$ cat src/rtl/clk_div_sched_if.sv
// Control and status bundle for the clock-divider scheduler.
// The master drives run/auto/config; the slave returns the divided clock and status.
interface clk_div_sched_if;
  logic       run;
  logic       auto_en;
  logic       cfg_req;
  logic [1:0] cfg_sel;
  logic       cfg_ack;
  logic       o_clk;
  logic       tick;
  logic [1:0] cur_sel;
  logic       pending;

  modport master (
    output run, auto_en, cfg_req, cfg_sel,
    input  cfg_ack, o_clk, tick, cur_sel, pending
  );

  modport slave (
    input  run, auto_en, cfg_req, cfg_sel,
    output cfg_ack, o_clk, tick, cur_sel, pending
  );
endinterface

$ cat src/rtl/clk_div_sched.sv
// Shared-counter clock divider with four selectable presets, a req/ack config handshake
// and an auto-sequencer; divisor changes land only on a period boundary.
module clk_div_sched #(
  parameter int unsigned CNT_W   = 26,
  parameter int unsigned PRESET0 = 2,
  parameter int unsigned PRESET1 = 10,
  parameter int unsigned PRESET2 = 1000000,
  parameter int unsigned PRESET3 = 50000000,
  parameter int unsigned DWELL   = 4
) (
  input logic             clk,
  input logic             rst,
  clk_div_sched_if.slave  bus
);

  typedef enum logic [1:0] {StIdle, StRun, StPend} state_e;

  localparam int unsigned DwellW = (DWELL > 1) ? $clog2(DWELL) : 1;
  localparam logic [DwellW-1:0] DwellLast = DwellW'(DWELL - 1);

  function automatic logic [CNT_W-1:0] clamp_div(input int unsigned p);
    return (p < 2) ? CNT_W'(2) : CNT_W'(p);
  endfunction

  localparam logic [CNT_W-1:0] Div0 = clamp_div(PRESET0);
  localparam logic [CNT_W-1:0] Div1 = clamp_div(PRESET1);
  localparam logic [CNT_W-1:0] Div2 = clamp_div(PRESET2);
  localparam logic [CNT_W-1:0] Div3 = clamp_div(PRESET3);

  state_e            state_q, state_d;
  logic [CNT_W-1:0]  cnt_q, cnt_d;
  logic [1:0]        cur_sel_q, cur_sel_d;
  logic [1:0]        pend_sel_q, pend_sel_d;
  logic [DwellW-1:0] dwell_q, dwell_d;
  logic              o_clk_q, o_clk_d;
  logic              ack_q, ack_d;
  logic              lock_q, lock_d;

  logic [CNT_W-1:0]  div, half;
  logic              last_cnt, accept;

  always_comb begin
    div = Div0;
    case (cur_sel_q)
      2'd0:    div = Div0;
      2'd1:    div = Div1;
      2'd2:    div = Div2;
      default: div = Div3;
    endcase
  end

  assign half     = div >> 1;
  assign last_cnt = (cnt_q == div - CNT_W'(1));
  // lock_q blocks a still-high cfg_req from being taken twice; it clears once req drops.
  assign accept   = bus.cfg_req && !lock_q && (state_q != StPend);

  always_comb begin
    state_d    = state_q;
    cnt_d      = cnt_q;
    cur_sel_d  = cur_sel_q;
    pend_sel_d = pend_sel_q;
    dwell_d    = dwell_q;
    ack_d      = 1'b0;
    lock_d     = bus.cfg_req & (lock_q | accept);

    if (!bus.run) begin
      state_d = StIdle;
      cnt_d   = '0;
      dwell_d = '0;
      if (state_q == StPend) begin
        cur_sel_d = pend_sel_q;
        ack_d     = 1'b1;
      end else if (accept) begin
        cur_sel_d = bus.cfg_sel;
        ack_d     = 1'b1;
      end
    end else begin
      cnt_d = last_cnt ? '0 : cnt_q + CNT_W'(1);
      if (!bus.auto_en) dwell_d = '0;
      unique case (state_q)
        StPend: begin
          if (last_cnt) begin
            cur_sel_d = pend_sel_q;
            ack_d     = 1'b1;
            dwell_d   = '0;
            state_d   = StRun;
          end
        end
        default: begin
          state_d = StRun;
          if (bus.auto_en && last_cnt) begin
            if (dwell_q == DwellLast) begin
              cur_sel_d = cur_sel_q + 2'd1;
              dwell_d   = '0;
            end else begin
              dwell_d = dwell_q + DwellW'(1);
            end
          end
          if (accept) begin
            pend_sel_d = bus.cfg_sel;
            state_d    = StPend;
          end
        end
      endcase
    end

    // cnt_d is zero whenever the divisor changes, so the current half is always safe here.
    o_clk_d = (cnt_d >= half);
  end

  always_ff @(posedge clk or posedge rst) begin
    if (rst) begin
      state_q    <= StIdle;
      cnt_q      <= '0;
      cur_sel_q  <= 2'd0;
      pend_sel_q <= 2'd0;
      dwell_q    <= '0;
      o_clk_q    <= 1'b0;
      ack_q      <= 1'b0;
      lock_q     <= 1'b0;
    end else begin
      state_q    <= state_d;
      cnt_q      <= cnt_d;
      cur_sel_q  <= cur_sel_d;
      pend_sel_q <= pend_sel_d;
      dwell_q    <= dwell_d;
      o_clk_q    <= o_clk_d;
      ack_q      <= ack_d;
      lock_q     <= lock_d;
    end
  end

  assign bus.o_clk   = o_clk_q;
  assign bus.tick    = bus.run && last_cnt;
  assign bus.cfg_ack = ack_q;
  assign bus.cur_sel = cur_sel_q;
  assign bus.pending = (state_q == StPend);

endmodule
$ cat src/flat_wrapper.sv
// flat-port wrapper written by rule: the top's interface ports become plain ports
module clk_div_sched_flat 
#(
  parameter int unsigned CNT_W   = 26,
  parameter int unsigned PRESET0 = 2,
  parameter int unsigned PRESET1 = 10,
  parameter int unsigned PRESET2 = 1000000,
  parameter int unsigned PRESET3 = 50000000,
  parameter int unsigned DWELL   = 4
)
  (clk, rst, bus_run, bus_auto_en, bus_cfg_req, bus_cfg_sel, bus_cfg_ack, bus_o_clk, bus_tick, bus_cur_sel, bus_pending);
  clk_div_sched_if bus_i ();
  input logic clk;
  input logic rst;
  input wire logic [$bits(bus_i.run)-1:0] bus_run;
  input wire logic [$bits(bus_i.auto_en)-1:0] bus_auto_en;
  input wire logic [$bits(bus_i.cfg_req)-1:0] bus_cfg_req;
  input wire logic [$bits(bus_i.cfg_sel)-1:0] bus_cfg_sel;
  output wire logic [$bits(bus_i.cfg_ack)-1:0] bus_cfg_ack;
  output wire logic [$bits(bus_i.o_clk)-1:0] bus_o_clk;
  output wire logic [$bits(bus_i.tick)-1:0] bus_tick;
  output wire logic [$bits(bus_i.cur_sel)-1:0] bus_cur_sel;
  output wire logic [$bits(bus_i.pending)-1:0] bus_pending;
  assign bus_i.run = bus_run;
  assign bus_i.auto_en = bus_auto_en;
  assign bus_i.cfg_req = bus_cfg_req;
  assign bus_i.cfg_sel = bus_cfg_sel;
  assign bus_cfg_ack = bus_i.cfg_ack;
  assign bus_o_clk = bus_i.o_clk;
  assign bus_tick = bus_i.tick;
  assign bus_cur_sel = bus_i.cur_sel;
  assign bus_pending = bus_i.pending;
  clk_div_sched #(.CNT_W(CNT_W), .PRESET0(PRESET0), .PRESET1(PRESET1), .PRESET2(PRESET2), .PRESET3(PRESET3), .DWELL(DWELL)) u_core (.clk(clk), .rst(rst), .bus(bus_i));
endmodule
$ cat config.mk
export PLATFORM = sky130hd
export DESIGN_NAME = clk_div_sched_flat
export DESIGN_NICKNAME = d
export VERILOG_FILES = /design/src/rtl/clk_div_sched_if.sv /design/src/rtl/clk_div_sched.sv /design/src/flat_wrapper.sv
export SDC_FILE = /design/constraint.sdc
export NUM_CORES = 1
export LEC_CHECK = 0
export BUFFER_PORTS_ARGS = -buffer_cell sky130_fd_sc_hd__buf_2
export CAP_MARGIN = 0
export CORE_MARGIN = 2
export CORE_UTILIZATION = 60
export CTS_BUF_LIST = sky130_fd_sc_hd__clkbuf_8
export DETAILED_ROUTE_END_ITERATION = 8
export PLACE_DENSITY = 0.79
export SYNTH_ARGS = -nofsm -noshare
export SYNTH_HDL_FRONTEND = slang
export SYNTH_SLANG_ARGS = --single-unit
$ cat constraint.sdc
create_clock -name clk -period 5.3 [get_ports clk]
set_input_delay 0.53 -clock clk [delete_from_list [all_inputs] [get_ports clk]]
set_output_delay 0.53 -clock clk [all_outputs]
set_load 0.02 [all_outputs]
### Yosys cells after proc, flatten, opt, wreduce, memory -nomap -nowiden

Index checks and enable logic that the tools add are counted.

* bits in registers: 37
* bits in latches: 0
* bits in writable memories: 0
* bits in read-only memories: 0
* bits of input ports: 7
* output and inout port bits: 6
* word-level logic and storage cells: 59
* memories kept: 0

* add/sub/neg operators: 4
* multipliers: 0
* divide/modulo/power cells: 0
* magnitude comparators: 1
* equality and inequality tests: 9
* shift-type cells: 0
* mux-type cells: 25
* bitwise logic cells: 3
* reductions and logical operators: 9

Operator list (number)
* 26-bit one-hot mux with 3 select lines: 1
* 26-bit 2-to-1 mux: 2
* 2-bit 2-to-1 mux: 17
* 26-bit by 1-bit adder with 26-bit output (second input constant): 1
* 26-bit == test: 1
* 26-bit by 25-bit greater-or-equal comparator with 1-bit output: 1
* 26-bit by 1-bit subtractor with 26-bit output (second input constant): 1
* 2-bit == test (second input constant): 3
* 3-bit by 1-bit != test with 1-bit output (second input constant): 2
* 1-bit 2-to-1 mux: 5
* 2-bit by 1-bit adder with 2-bit output (second input constant): 2
* 1-bit logical AND: 4
* 4-bit AND reduction: 1
* 3-bit by 2-bit != test with 1-bit output (second input constant): 1
* 3-bit AND reduction: 1
* 3-bit nonzero test: 1
* 2-bit by 1-bit == test with 1-bit output (second input constant): 1
* 2-bit logical NOT: 1
* 2-bit != test (second input constant): 1
* 1-bit bitwise AND: 1
* 1-bit logical NOT: 1
* 1-bit NOT: 1
* 1-bit bitwise OR: 1

### Depth between registers and ports, before layout

Gate-level depths: netlist of run 1.

* depth after elaboration: 8
* gate-level depth with buffers: 16
* mapped depth without buffers: 14

### Least setup slack after synthesis of run 1

No wires, ideal clock.

* kind: register to register
* from: register u_core.cur_sel_q[0], in the netlist u_core.bus.cur_sel[0]
* to: register u_core.o_clk_q, in the netlist u_core.bus.o_clk
* setup time: 129 ps
* arrival: 4022 ps
* required time: 5171 ps
* path slack: 1150 ps
* cell stages (with the launch flop): 17
* buffers on the path: 2
* clock period less this slack: 4150 ps
* path through: dfrtp_1 inv_1 ha_1 or3_1 a222oi_1 o2111a_1 a21o_1 buf_6 clkbuf_1 nor2_1 ha_1 a211oi_1 o21ai_0 a31o_2 a211oi_1 nand4_1 a2111o_1

* longest elaborated chain between the ends: 7
* elaborated cells between the ends (all ways): 9
* classes of those cells: add/sub (1); order compare (1); eq/ne (3); mux (3); reduce/logical (1)

Ends and longest elaborated chain
* from (decl): line clk_div_sched.sv:32 `logic [1:0] cur_sel_q, cur_sel_d;`
* from (signal assigned): line clk_div_sched.sv:124 `cur_sel_q <= cur_sel_d;`
* 2-bit == test (tied with other cells): line clk_div_sched.sv:44 `case (cur_sel_q)`
* 26-bit one-hot mux with 3 select lines (*): line clk_div_sched.sv:44
* 26-bit by 1-bit subtractor with 26-bit output (*): line clk_div_sched.sv:53 `assign last_cnt = (cnt_q == div - CNT_W'(1));`
* 26-bit == test (*): line clk_div_sched.sv:53
* 26-bit 2-to-1 mux (*): line clk_div_sched.sv:78 `cnt_d = last_cnt ? '0 : cnt_q + CNT_W'(1);`
* 26-bit 2-to-1 mux (*): line clk_div_sched.sv:66 `if (!bus.run) begin`
* named net u_core.cnt_d[12]: line clk_div_sched.sv:31 `logic [CNT_W-1:0] cnt_q, cnt_d;`
* 26-bit by 25-bit greater-or-equal comparator with 1-bit output (*): line clk_div_sched.sv:108 `o_clk_d = (cnt_d >= half);`
* named net u_core.o_clk_d: line clk_div_sched.sv:35 `logic o_clk_q, o_clk_d;`
* to (signal assigned): line clk_div_sched.sv:127 `o_clk_q <= o_clk_d;`
* to (decl): line clk_div_sched.sv:35

The timed path passes the listed nets; every way through them passes the cells marked *.
A chain may end at the register's enable or synchronous reset.

### Worst setup path after layout of run 1

Same ends and word-level chain as after synthesis.

==> results of run 1 <==
-- state kept, by name, summed over array words and instances, names as in the netlist --
register / cells
u_core.lock_q: 1
u_core.pend_sel_q: 2
u_core.cnt_q: 26
u_core.bus.cur_sel: 2
u_core.state_q: 2
u_core.bus.o_clk: 1
u_core.dwell_q: 2
u_core.bus.cfg_ack: 1
-- per-layer routing --
metal  up-vias  GRT usage  part of all wire
met5         -          0                 0
li1       1062          -                 -
met2        56     0.4392              0.49
met3         6    0.03896             0.047
met1      1056     0.3482              0.45
met4         0    0.06624             0.010
-- how the worst max path moves through the flow --
stage,to,startpoint,slack (ns),cells past startpoint
CTS,u_core.bus.o_clk,u_core.bus.cur_sel[0],0.93,15
detailed placement,u_core.bus.o_clk,u_core.bus.cur_sel[0],0.95,15
finish,u_core.bus.o_clk,u_core.bus.cur_sel[0],0.88,15
global route,u_core.bus.o_clk,u_core.bus.cur_sel[0],0.64,15
global placement,u_core.bus.o_clk,u_core.bus.cur_sel[0],1.10,15
floorplan,u_core.bus.o_clk,u_core.bus.cur_sel[0],1.15,16
-- kinds of logic after synthesis --
group	Yosys count
compound gates	42
xor+xnor	29
buf+inv	24
simple gates	125
flops	37
mux	7
fa+ha+maj	27
-- worst register-to-register path, cell delays in order (launching register included) --
cell and delay, ns:
dfrtp_1 0.44, inv_1 0.13, ha_1 0.31, or3_1 0.39
a222oi_1 0.45, o2111a_1 0.27, a21o_1 0.43, buf_4 0.29
nor2_1 0.09, ha_1 0.20, a211oi_1 0.20, o21ai_0 0.13
a31o_2 0.27, a211oi_1 0.20, nand4_1 0.12, a2111o_1 0.37
-- cells in the mapped netlist, drive strengths merged (2+ instances only) --
cell     n
a211oi   5
inv     11
nand4    8
nor4     7
nor2    36
xnor2    9
a21oi    8
or3      4
clkbuf  11
or4      5
and4     4
and3    12
nand2b   3
and2     5
nor2b    3
nor3     3
mux2i    5
o21ai   11
nand2   14
a21o     4
xor2    20
nand3   18
mux2     2
dfrtp   37
ha      26
-- layout make-up --
cell class | count | area (um2) | share of cell area
Sequential cell | 37 | 925.9 | 0.3286
Inverter | 12 | 45.04 | 0.01599
Clock buffer | 7 | 96.34 | 0.03419
Tap cell | 52 | 65.06 | 0.02309
Multi-Input combinational cell | 230 | 1605 | 0.5697
Timing Repair Buffer | 14 | 75.07 | 0.02664
Clock inverter | 1 | 5.005 | 0.001776
-- power by group --
group	internal, mW	total [mW]	switching (mW)
registers	0.298	0.316	0.0185
logic	0.156	0.393	0.237
clock network	0.117	0.214	0.0963
==> qor.yml, run 1 <==
setup_violations: 0
power_per_cell_area_nw_per_um2: 327.6
vias: 2180
setup_ws_ns: 0.8826
crit_fanout: 15
cts_sinks: 37
grt_antenna_before_repair: 0
area_delta_synth_final_pct: 7.187
synth_compound_area_frac: 0.1076
avgSynthCellArea_um2: 9.034
cp.arrival_ns: 4.59
fillers: 377
yosysTopAreaCellShare: 0.3522
wl_per_cell_um: 16.50
cts_max_level: 2
clk_pin_slew_ns: 0.07
viasPerCell: 6.176
grt-ovfl-total: 0
drtPass1Iterations: 5
diodes: 0
tightest_slew_ns: 0.5440
instances_no_fill: 353
ant_nets: 0
synth.area.mux_share: 0.02761
synthXorXnorAreaFrac: 0.09662
path_buf_inv: 2
status: "complete, no violations"
die-height_um: 70.19
cts_buffers: 5
cts_buffer_depth: 2
cpPeakStageDelay_ns: 0.45
dieArea_um2: 4927
row_count: 24
fin_setup_tns_ns: 0
cp-start-kind: "flip-flop"
slew_headroom: 0.6346
path_cells: "inv_1 -> ha_1 -> or3_1 -> a222oi_1 -> o2111a_1 -> a21o_1 -> buf_4 -> nor2_1 -> ha_1 -> a211oi_1 -> o21ai_0 -> a31o_2 -> a211oi_1 -> nand4_1 -> a2111o_1"
synth_edf_count: 0
placedCellCount: 345
cts_root_buf: "clkbuf_8"
grt_first_pass_wirelength_um: 10140
skew_ns: 0.005851
synth_top_family_by_area: "simple AND/OR/NAND/NOR gates"
rsz0062_at_grt: "no"
final_cell_mix: "dfrtp_1, nor2_1, ha_1, xor2_1, nand3_1"
yosys_warnings: 0
start_util: 0.6122
rr_startpoint: "u_core.bus.cur_sel[0]"
netlist_instances: 291
cts_tree: "built"
critical_path_class: "reg -> reg"
wl_um: 5825
portBuffers: 12
grt_pass1_vias: 2191
drv_slew: 0
r2r-end: "u_core.bus.o_clk"
cellLeakagePower_nw: 1.363
utilization: 0.6562
synth-seq-cells: 37
fin_crit_sh: 0.8335
clk_latency_ns: 0.29
dr.first_iter.drc_count: 121
drcViolationCount: 0
cp_top_family: "compound AO/OA/AOI/OAI gates"
yosys.area.top_type: "dfrtp_1"
coreArea_um2: 4294
whs_ns: 0.3426
detailed_place_hpwl_um: 4382
dieWidth_um: 70.19
synth_fa_ha_area_frac: 0.1276
synth_async_sr_flop_share: 1.000
synth-simple-area-share: 0.2513
yosysSeqAreaShare: 0.3522
place_ws_ns: 0.9465
ir_drop_mv: 0.1766
grt_max_degree: 38
rrSetupSlack_ns: 0.88
ios: 13
hold_buffers: 0
synth_area_leaders: "dfrtp_1, ha_1, xor2_1"
gp_congestion: 0.8739
crit_required_ns: 5.47
max_freq_ghz: 0.2264
synthesis.nets: 324
finalPower_mw: 0.9232
synth_ff_type: "dfrtp_1"
track_usage: 0.2590
critPathSlowestCell: "a222oi_1"
hp-class: "in -> async"
syn-cell-area_um2: 2629
max_cap_violations: 0
post-cts-setup-buffer-count: 0
critPathCaptureType: "flip-flop"
dpl_cell_area_um2: 2716
cts-resized-gates: 0
final_area_um2: 2818
fin_crit_ns: 4.417
worstRegToRegCells: 15
final_hold_viol_count: 0
nets: 333
ys_types: 47
final_common_cell: "dfrtp_1"
drive_gt1_frac: 0.09635
(Power assumes the default switching activity.)
==> inputs of run 2 (changes only) <==
CORE_UTILIZATION = 58   (was 60)
PLACE_DENSITY = 0.8   (was 0.79)
clock period = 3.91 ns   (was 5.3 ns; I/O delays follow)
==> run 2 against run 1 <==
Net effect: critical path depth stayed put; via count up 2.8%; fmax grew 14%; sequential share of layout area shrank 2.0 points; flip-flop and latch count is the same; register-to-register slack worse by 0.83 ns; cell count rose by 3.1%; clock-buffer cell count shrank 2; die area is 3.2% higher; global-route usage decreased by 0.48 points; clock skew grew 0.0013 ns; critical endpoint unchanged; largest power group unchanged.
==> qor.yml, run 2 (synthesis gave the netlist of run 1 again) <==
slew_headroom: 0.6308
drtPass1Iterations: 5
critical_path_class: "reg -> reg"
dr.first_iter.drc_count: 179
cellLeakagePower_nw: 1.431
final_cell_mix: "dfrtp_1, nor2_1, ha_1, xor2_1, nand3_1"
status: "complete, no violations"
skew_ns: 0.007167
dpl_cell_area_um2: 2774
cp_common_cell: "a21o_1"
path_cells: "inv_4 -> ha_4 -> or3_1 -> a222oi_1 -> o2111a_1 -> a21o_4 -> buf_6 -> nor2_2 -> ha_1 -> a21o_1 -> a21o_1 -> a21oi_2 -> nor2b_1 -> o31a_1 -> a2111o_1"
detailed_place_hpwl_um: 4620
clk_pin_slew_ns: 0.07
crit_required_ns: 4.07
wl_um: 6227
cts_tree: "built"
cp-start-kind: "flip-flop"
grt_antenna_before_repair: 0
final_common_cell: "dfrtp_1"
dieWidth_um: 71.32
wl_met1_um: 2797
fin_setup_tns_ns: 0
cts_sinks: 37
ir_drop_mv: 0.2452
placedCellCount: 352
rr_startpoint: "u_core.bus.cur_sel[0]"
wl_per_cell_um: 17.11
portBuffers: 12
grt-ovfl-total: 0
setup_violations: 0
r2r-end: "u_core.bus.o_clk"
dr_wl_met2_um: 3013
tightest_slew_ns: 0.5495
die-height_um: 71.32
final_area_um2: 3007
dieArea_um2: 5087
cp.arrival_ns: 4.02
max_cap_violations: 0
dr.max_layer_used: "met4"
gp_congestion: 0.9359
diodes: 0
grt_max_degree: 38
rrSetupSlack_ns: 0.05
drcViolationCount: 0
drive_gt1_frac: 0.1763
cts_buffer_depth: 2
track_usage: 0.2542
cts_max_level: 2
max_freq_ghz: 0.2591
drv_slew: 0
grt_first_pass_wirelength_um: 10340
row_count: 24
ant_nets: 0
clk_latency_ns: 0.29
fillers: 338
whs_ns: 0.1996
fin_crit_ns: 3.859
power_per_cell_area_nw_per_um2: 477.7
nets: 344
place_ws_ns: 0.04628
hold_buffers: 0
top_register: "u_core.cnt_q"
ios: 13
vias: 2242
crit_fanout: 7
cts_buffers: 5
critPathCaptureType: "flip-flop"
worstRegToRegCells: 15
final_hold_viol_count: 0
hp-class: "in -> async"
start_util: 0.6037
cpPeakStageDelay_ns: 0.53
fin_crit_sh: 0.9870
critPathSlowestCell: "a222oi_1"
setup_ws_ns: 0.05081
area_delta_synth_final_pct: 14.37
grt_pass1_vias: 2247
routed-wl-met3_um: 305
viasPerCell: 6.159
coreArea_um2: 4354
cts_root_buf: "clkbuf_8"
largest_reg_flops: 26
instances_no_fill: 364
run 2: changes by cell type in the layout (fill, tap and decap cells not counted), sizes merged:
cell	change
buf	+11
bufinv	+2
clkbuf	-2
run 2: worst max-delay path by stage:
stage                     slack (ns)  cells past startpoint          endpoint                   from
final                           0.05                     15  u_core.bus.o_clk  u_core.bus.cur_sel[0]
after global routing            -0.1                     15  u_core.bus.o_clk  u_core.bus.cur_sel[0]
after CTS                       0.01                     15  u_core.bus.o_clk  u_core.bus.cur_sel[0]
after detailed placement        0.05                     15  u_core.bus.o_clk  u_core.bus.cur_sel[0]
after global placement          0.16                     15  u_core.bus.o_clk  u_core.bus.cur_sel[0]
after floorplan                 0.01                     16  u_core.bus.o_clk  u_core.bus.cur_sel[0]
run 2: timing repair:
action | CTS | global route
pin swaps | 1 | 15
setup endpoints to repair | 1 | 1
buffers inserted | 0 | 4
resized for setup | 0 | 23
run 2: critical path, delay by kind of cell (launching register included):
| kind | cells | cell delay (ns) |
|---|---|---|
| AND/OR/NAND/NOR | 3 | 0.46 |
| adder cells (fa/ha/maj) | 2 | 0.46 |
| buffers and inverters | 2 | 0.19 |
| AO/OA/AOI/OAI | 8 | 2.18 |
| flip-flops | 1 | 0.45 |
run 2: per-stage QoR:
stage | power (mW) | utilization
after floorplan | 0.8365 | -
after global placement | 0.9734 | 0.6371
after detailed placement | 0.9841 | 0.6371
after CTS | 1.378 | 0.6678
after global routing | 1.530 | 0.6905
final | 1.436 | 0.6905
run 2: cell type report:
class | count | area [um2] | share of cell area
multi-input combinational | 230 | 1659 | 0.5518
sequential | 37 | 928.4 | 0.3088
timing repair buffer | 25 | 172.7 | 0.05743
clock buffer | 5 | 68.82 | 0.02289
clock inverter | 3 | 65.06 | 0.02164
tap | 52 | 65.06 | 0.02164
inverter | 12 | 47.55 | 0.01581
run 2: per-layer routing:
layer / GRT usage / up-vias
li1: - / 1091
met3: 0.03376 / 15
met5: 0 / -
met1: 0.3478 / 1067
met4: 0.09434 / 0
met2: 0.4136 / 69
run 2: power breakdown:
part	switching (mW)	internal, mW	leakage, nW
clock network	0.138	0.253	0.0681
registers	0.0315	0.405	0.499
logic	0.349	0.258	0.864
total	0.519	0.917	1.43
==> inputs of run 3 (changes only) <==
CELL_PAD_IN_SITES_DETAIL_PLACEMENT = 0   (was unset)
CELL_PAD_IN_SITES_GLOBAL_PLACEMENT = 1   (was unset)
CORE_UTILIZATION = 45   (was 58)
==> run 3 against run 2 <==
Net effect: total power down 0.17%; flip-flop and latch count unchanged; clock-buffer cell count unchanged; sequential power about the same; wire length up 2.2%; non-clock buffer count up 12; worst hold slack worse by 0.014 ns; first-iteration DRC count down 52%; clock power down 11%; core utilization down 13 points; via count up 1.1%; critical path type unchanged.
==> qor.yml, run 3 (synthesis gave the netlist of run 1 again) <==
grt_pass1_vias: 2202
coreArea_um2: 5574
fin_crit_sh: 0.9544
cts_root_buf: "clkbuf_8"
clk_latency_ns: 0.30
hp-class: "in -> async"
cpPeakStageDelay_ns: 0.44
critPathSlowestCell: "dfrtp_2"
cts_buffers: 5
cts_sinks: 37
start_util: 0.4716
hold_buffers: 0
cellLeakagePower_nw: 1.481
drtPass1Iterations: 6
final_cell_mix: "nor2_1, dfrtp_1, ha_1, buf_4, xor2_1"
drv_slew: 0
path_cells: "inv_2 -> ha_2 -> or3_1 -> a222oi_1 -> buf_4 -> o2111a_1 -> a21o_4 -> buf_12 -> nor2_1 -> ha_1 -> o21ai_1 -> nand2b_1 -> a31o_2 -> a41oi_2 -> nor4_2 -> a2111o_1"
p_switching_mw: 0.5391
comb_power_share: 0.452
rr_startpoint: "u_core.bus.cur_sel[0]"
fillers: 528
placedCellCount: 378
grt_first_pass_wirelength_um: 10750
grt-ovfl-total: 0
cp-start-kind: "flip-flop"
dpl_cell_area_um2: 2856
crit_fanout: 10
fin_setup_tns_ns: 0
row_count: 27
track_usage: 0.2141
nets: 356
drive_gt1_frac: 0.2006
cts_tree: "built"
p_int_mw: 0.8946
top_register: "u_core.cnt_q"
instances_no_fill: 396
rrSetupSlack_ns: 0.18
critPathCaptureType: "flip-flop"
viasPerCell: 5.725
gp_congestion: 0.8491
final_area_um2: 3104
path_buf_inv: 3
dieWidth_um: 80.43
ir_drop_mv: 0.2009
place_ws_ns: -0.1205
largest_reg_flops: 26
crit_start: "u_core.bus.cur_sel[0]"
setup_violations: 0
cts_buffer_depth: 2
fin_crit_ns: 3.732
diodes: 0
finalPower_mw: 1.434
ant_nets: 0
critical_path_class: "reg -> reg"
power_per_cell_area_nw_per_um2: 461.9
cp.arrival_ns: 3.92
setup_ws_ns: 0.1783
max_cap_violations: 0
drcViolationCount: 0
crit_required_ns: 4.09
tightest_slew_ns: 0.4846
vias: 2267
cts_max_level: 2
clk_pin_slew_ns: 0.09
ios: 13
final_hold_viol_count: 0
status: "complete, no violations"
cp_top_family: "compound AO/OA/AOI/OAI gates"
p_clk_frac: 0.243
slew_headroom: 0.6770
area_delta_synth_final_pct: 18.09
dr.first_iter.drc_count: 86
portBuffers: 12
detailed_place_hpwl_um: 4762
swShare: 0.3760
max_freq_ghz: 0.2680
wl_per_cell_um: 16.07
grt_antenna_before_repair: 0
die-height_um: 80.43
dieArea_um2: 6469
wl_um: 6363
grt_max_degree: 38
skew_ns: 0.01038
seqPwrFrac: 0.305
==> run 3: changes by cell type in the layout (fill, tap and decap cells not counted), sizes merged <==
cell	change
buf	+12
bufinv	-1
clkinvlp	+1
==> run 3: cell type report <==
cell class	instances	area [um2]	share of cell area
Timing Repair Buffer	37	260.3	0.08384
Sequential cell	37	928.4	0.2991
Tap cell	72	90.09	0.02902
Multi-Input combinational cell	230	1665	0.5365
Clock buffer	5	68.82	0.02217
Clock inverter	3	46.29	0.01491
Inverter	12	45.04	0.01451
==> run 3: stage by stage <==
step	utilization	hold slack, ns
global route	0.5569	0.2360
detailed placement	0.5125	0.4974
finish	0.5569	0.1857
global placement	0.5125	0.4754
CTS	0.5358	0.2166
floorplan	-	0.4647
==> run 3: power by group through the flow <==
stage               clock [mW]  combinational (mW)  sequential, mW
floorplan                    0               0.392           0.445
global placement             0               0.557           0.437
detailed placement           0               0.559           0.439
CTS                      0.350               0.580           0.431
global route             0.368               0.724           0.443
finish                   0.349               0.648           0.437
==> run 3: repair_timing <==
| action | 4_1_cts | 5_1_grt |
|---|---|---|
| endpoints found under the setup margin | 1 | 1 |
| setup buffers | 1 | 9 |
| gates resized for setup | 1 | 12 |
| endpoints found under the hold margin | 0 | 0 |
| pin swaps | 1 | 10 |
==> run 3: metal layers <==
metal	global-route usage	vias up	share of wire
li1	-	1116	-
met4	0.06949	0	0.013
met3	0.03933	9	0.041
met2	0.3467	41	0.48
met1	0.2882	1101	0.47
met5	0	-	0
==> run 3: worst register-to-register path, cell delays in order, from the launching register on <==
cell	delay, ns
dfrtp_2	0.44
inv_2	0.08
ha_2	0.19
or3_1	0.36
a222oi_1	0.32
buf_4	0.18
o2111a_1	0.23
a21o_4	0.17
buf_12	0.13
nor2_1	0.06
ha_1	0.30
o21ai_1	0.14
nand2b_1	0.07
a31o_2	0.26
a41oi_2	0.21
nor4_2	0.07
a2111o_1	0.42
==> run 3: final timing paths <==
kind                                              end  depth (start not counted)
worst min register to register          u_core.lock_q                          1
worst min-delay path                  u_core.cnt_q[9]                          3
max in group asynchronous       u_core.bus.cur_sel[1]                          3
min in group clk                        u_core.lock_q                          2
worst max-delay path                 u_core.bus.o_clk                         16
worst max register to register       u_core.bus.o_clk                         16
